### src/rtl/pkt_gap_inserter.sv
// Purpose : inserts a programmable idle gap ahead of each packet's first beat on an AXI4-Stream path.
// Latency : zero; data/tuser/tstrb/tlast pass through combinationally, only valid/ready are gated.
// Backpr. : while the gap runs both tvalid (down) and tready (up) are held low; otherwise ready follows m_axis_tready.
//
// Ports:
//   axi_aclk, axi_rst      clock, synchronous active-high reset
//   s_axis_*               upstream packet stream
//   m_axis_*               gated stream towards the rate limiter
//   sw_rst                 software reset, same effect as axi_rst
//   gap_en                 enables gap insertion
//   use_reg_gap            1: gap length from gap_value, 0: from first-beat s_axis_tuser[63:32]
//   gap_value              register gap length in clock cycles
//   pkt_cnt                packets forwarded (wrapping)
//   stall_cnt              cycles a presented beat was held by the gap (saturating)
module pkt_gap_inserter #(
  parameter int C_M_AXIS_DATA_WIDTH  = 256,
  parameter int C_S_AXIS_DATA_WIDTH  = 256,
  parameter int C_M_AXIS_TUSER_WIDTH = 128,
  parameter int C_S_AXIS_TUSER_WIDTH = 128,
  parameter int C_S_AXI_DATA_WIDTH   = 32
) (
  input  logic                                axi_aclk,
  input  logic                                axi_rst,
  input  logic [C_S_AXIS_DATA_WIDTH-1:0]      s_axis_tdata,
  input  logic [C_S_AXIS_DATA_WIDTH/8-1:0]    s_axis_tstrb,
  input  logic [C_S_AXIS_TUSER_WIDTH-1:0]     s_axis_tuser,
  input  logic                                s_axis_tvalid,
  input  logic                                s_axis_tlast,
  output logic                                s_axis_tready,
  output logic [C_M_AXIS_DATA_WIDTH-1:0]      m_axis_tdata,
  output logic [C_M_AXIS_DATA_WIDTH/8-1:0]    m_axis_tstrb,
  output logic [C_M_AXIS_TUSER_WIDTH-1:0]     m_axis_tuser,
  output logic                                m_axis_tvalid,
  output logic                                m_axis_tlast,
  input  logic                                m_axis_tready,
  input  logic                                sw_rst,
  input  logic                                gap_en,
  input  logic                                use_reg_gap,
  input  logic [C_S_AXI_DATA_WIDTH-1:0]       gap_value,
  output logic [C_S_AXI_DATA_WIDTH-1:0]       pkt_cnt,
  output logic [C_S_AXI_DATA_WIDTH-1:0]       stall_cnt
);

  typedef enum logic [1:0] {IDLE, GAP, PKT} state_t;

  state_t      state;
  logic [31:0] cnt;
  logic [31:0] d;
  logic        rst_any;
  logic        gate;
  logic        xfer;

  assign rst_any = axi_rst | sw_rst;

  // Gap length candidate; only consumed while in IDLE, so later changes
  // to gap_value or tuser cannot disturb a running countdown.
  assign d = use_reg_gap ? 32'(gap_value) : s_axis_tuser[63:32];

  always_comb begin
    gate = 1'b1;
    if (gap_en) begin
      case (state)
        IDLE:    gate = (d == 32'd0);
        GAP:     gate = (cnt == 32'd0);
        PKT:     gate = 1'b1;
        default: gate = 1'b1;
      endcase
    end
  end

  assign m_axis_tdata  = s_axis_tdata;
  assign m_axis_tstrb  = s_axis_tstrb;
  assign m_axis_tuser  = s_axis_tuser;
  assign m_axis_tlast  = s_axis_tlast;
  assign m_axis_tvalid = s_axis_tvalid & gate & ~rst_any;
  assign s_axis_tready = m_axis_tready & gate & ~rst_any;

  assign xfer = m_axis_tvalid & m_axis_tready;

  always_ff @(posedge axi_aclk) begin
    if (rst_any) begin
      state     <= IDLE;
      cnt       <= 32'd0;
      pkt_cnt   <= '0;
      stall_cnt <= '0;
    end else begin
      if (xfer && s_axis_tlast)
        pkt_cnt <= pkt_cnt + C_S_AXI_DATA_WIDTH'(1);

      if (s_axis_tvalid && !gate && (stall_cnt != '1))
        stall_cnt <= stall_cnt + C_S_AXI_DATA_WIDTH'(1);

      case (state)
        IDLE: begin
          // Loading D-1 makes the gate open exactly D cycles after presentation.
          if (s_axis_tvalid && gap_en && (d != 32'd0)) begin
            cnt   <= d - 32'd1;
            state <= GAP;
          end else if (xfer) begin
            state <= s_axis_tlast ? IDLE : PKT;
          end
        end
        GAP: begin
          // A transfer here is only possible once the gate is open
          // (cnt reached 0 or gap_en was dropped).
          if (xfer)
            state <= s_axis_tlast ? IDLE : PKT;
          else if (cnt != 32'd0)
            cnt <= cnt - 32'd1;
        end
        PKT: begin
          if (xfer && s_axis_tlast)
            state <= IDLE;
        end
        default: state <= IDLE;
      endcase
    end
  end

endmodule
### config.mk
export PLATFORM = sky130hd
export DESIGN_NAME = pkt_gap_inserter
export DESIGN_NICKNAME = d
export VERILOG_FILES = /design/src/rtl/pkt_gap_inserter.sv
export SDC_FILE = /design/constraint.sdc
export NUM_CORES = 1
export LEC_CHECK = 0
export ABC_CLOCK_PERIOD_IN_PS = 9500
export BUFFER_PORTS_ARGS = -buffer_cell sky130_fd_sc_hd__buf_4
export CORE_AREA = 2 2 371 373
export CTS_CLUSTER_DIAMETER = 50
export DETAILED_ROUTE_END_ITERATION = 8
export DIE_AREA = 0 0 373 375
export GPL_ROUTABILITY_DRIVEN = 0
export SYNTH_ARGS = -nofsm -noshare
export SYNTH_HDL_FRONTEND = slang
export SYNTH_SLANG_ARGS = --single-unit
### constraint.sdc
create_clock -name axi_aclk -period 9.5 [get_ports axi_aclk]
set_input_delay 1.425 -clock axi_aclk [delete_from_list [all_inputs] [get_ports axi_aclk]]
set_output_delay 1.425 -clock axi_aclk [all_outputs]
set_load 0.01 [all_outputs]
==> metrics.log <==
INFO  metric run_status = complete, no violations
INFO  metric holdBufCountCts = 0
INFO  metric drive_above_1_share = approximately 27%
INFO  metric cts_buffers = 9
INFO  metric timing.hold.ws = just under 0.5 ns
INFO  metric final.min_clock_period = approximately 5.2 ns
INFO  metric grt_start_max_net_pins = 58
INFO  metric layoutNonFillerInstCount = between 2,000 and 3,000
INFO  metric antenna_found_initial = 9
INFO  metric cts_setup_buffers = 0
INFO  metric die-area = 140,000 um2
INFO  metric postCtsResizedCells = 0
INFO  metric start_util = 6.55%
INFO  metric power.density_cell_area = approximately 110 nW/um2
INFO  metric avgSynthCellArea = between 7 and 8 um2
INFO  metric filler_cell_count = roughly 16,000
INFO  metric p_leak = 2.98 nW
INFO  metric synth_edf_count = 0
INFO  metric avgViaCountPerCell = approximately 2.6
INFO  metric crit_fanout = 37
INFO  metric grt-ovfl-total = 0
INFO  metric place_inst = 2,647
INFO  metric timing.setup.tns = 0 ns
INFO  metric achievable-frequency = approximately 0.19 GHz
INFO  metric worst-endpoint-required = roughly 8 ns
INFO  metric min-delay-path-class = flop to flop
INFO  metric worst_slew_margin_rel = about a quarter
INFO  metric die_width = about 370 um
INFO  metric period_share = 54.9%
INFO  metric wl = roughly 53,000 um
INFO  metric fp.coreArea = roughly 140,000 um2
INFO  metric gr-usage-all-layers = 7.36%
INFO  metric drt_iter0_drc = between 400 and 500
INFO  metric yosys_most_used_dff = dfxtp_1
INFO  metric clock_tree.root_cell = clkbuf_16
INFO  metric grt_first_pass_wirelength = slightly below 70,000 um
INFO  metric core.rowCount = roughly 140
INFO  metric synth.ff_latch_count = 98
INFO  metric tritoncts_clock_tree = done
INFO  metric detail_route.first_pass.iterations = 4
INFO  metric synth_seq_area_share = 22.0%
INFO  metric vias = around 6,800
INFO  metric max_cap_violations = 0
INFO  metric synthArstFlopShare = 0%
INFO  metric startpoint_type = primary input
INFO  metric synthesis.yosys.warnings = 0
INFO  metric wl_per_cell = around 20 um
INFO  metric finish.net_count = 1,323
INFO  metric clkTransAtPathRegs = approximately 0.08 ns
INFO  metric syn_to_final_growth = 7.26%
INFO  metric layout.cells.most_common = buf_4
INFO  metric irDropWorstVdd = ~0.087 mV
INFO  metric hpwl = around 45,000 um
INFO  metric antenna_left = 0
INFO  metric worst_skew_pair.late_latency = 0.41 ns
INFO  metric type_of_element_capturing_the_critical_path = output port
INFO  metric timing.clock.skew = 0.0187 ns
INFO  metric grt_pass1_vias = approximately 6,600
INFO  metric report.final.slew_viol_count = 0
INFO  metric insertedDiodeCount = 0
INFO  metric tightest_slew = between 1 and 1.5 ns
INFO  metric route.detailed.drc = 0
INFO  metric netlist_instances = roughly 1,100
INFO  metric ctsLongestPathBuffers = 2
INFO  metric finalSetupViolations = 0
INFO  metric top_ports = ~940
INFO  metric synth.lib_cells_used.distinct = 45
INFO  metric critPathArrivalTime = between 3 and 4 ns
INFO  metric grt_setup_unrepaired = false
INFO  metric clkSinkCount = a little under 100
INFO  metric netlist_area = about 8900 um2
INFO  metric fin_util = around 7.0%
INFO  metric cts.htree.levels = 3
INFO  metric timing.final.hold_violations = 0
INFO  metric die_y = between 300 and 400 um
INFO  metric buffer_ports.inserted = 170
INFO  metric synth_fp_nets = around 1,600
INFO  metric worst-setup-path-type = primary input to output port
INFO  metric layout.cells.most_common_list = buf_4 (181), dfxtp_1 (98), nor2_1 (73)
## final timing paths
path / start / endpoint / cells past startpoint / slack [ns]
worst max-delay path: use_reg_gap / s_axis_tready / 8 / 4.29
worst max register to register: state[1]$_SDFFE_PP0P_ / cnt[29]$_SDFFE_PP0P_ / 7 / 5.67
worst min-delay path: pkt_cnt[31]$_SDFFE_PP0P_ / pkt_cnt[31]$_SDFFE_PP0P_ / 2 / 0.49
worst min register to register: pkt_cnt[31]$_SDFFE_PP0P_ / pkt_cnt[31]$_SDFFE_PP0P_ / 2 / 0.49
## Yosys cell counts (19+ instances only)
| cell | count | area [um2] |
|---|---|---|
| mux2_2 | 30 | 338 |
| nand4_1 | 28 | 175 |
| mux2i_1 | 36 | 360 |
| clkbuf_1 | 26 | 97.6 |
| or3_1 | 19 | 119 |
| nand3_1 | 36 | 180 |
| xnor2_1 | 45 | 394 |
| buf_4 | 417 | 3130 |
| nand2_1 | 51 | 191 |
| dfxtp_1 | 98 | 1960 |
| nor4_1 | 40 | 250 |
| o21ai_0 | 30 | 150 |
| a21oi_1 | 38 | 190 |
| nor2_1 | 74 | 278 |
## state kept, by name (all words and copies together) (netlist names)
signal	cells
pkt_cnt	32
stall_cnt	32
cnt	32
state	2
## report_power, final
| part | switching, mW | internal (mW) |
|---|---|---|
| combinational | 0.0988 | 0.0683 |
| sequential | 0.00555 | 0.417 |
| clock | 0.215 | 0.210 |
## logic make-up after synthesis
kind of cell,Yosys count,synth area share (%)
compound gates,112,7.99
xor+xnor,61,5.98
fa+ha+maj,3,0.420
buf+inv,468,37.3
flops,98,22.0
mux,66,7.82
simple gates,317,18.5
## metrics by stage
step           power [mW]  worst slack, ns  instance area (um2)
3_5_place_dp        0.601             4.22                 9270
5_1_grt              1.07             4.15                 9580
6_report             1.01             4.29                 9580
4_1_cts              1.04             4.21                 9580
2_1_floorplan       0.693             4.88                 8930
3_3_place_gp        0.599             4.24                 9270
## worst max-delay path: stages
cell and delay (ns):
buf_4 0.42, nor4b_1 0.50, nand4_1 0.26, a21oi_4 0.25
a311o_1 0.22, buf_4 0.28, and3_1 0.22, buf_4 0.12
## layout make-up
type | count | area [um2] | share of cell area, %
sequential | 98 | 1960 | 20.5
clock buffer | 9 | 225 | 2.35
clock inverter | 7 | 83.8 | 0.875
timing repair buffer | 181 | 1360 | 14.2
inverter | 15 | 56.3 | 0.588
multi-input combinational | 559 | 3650 | 38.1
tap | 1794 | 2240 | 23.4
## routing by layer
metal  global-route usage, %  wire (um)
met5                    2.44        338
met3                    6.18       9370
met4                    5.15       3840
met1                    6.35      16500
met2                    11.1      23100
Power figures use the tool's default switching activity.
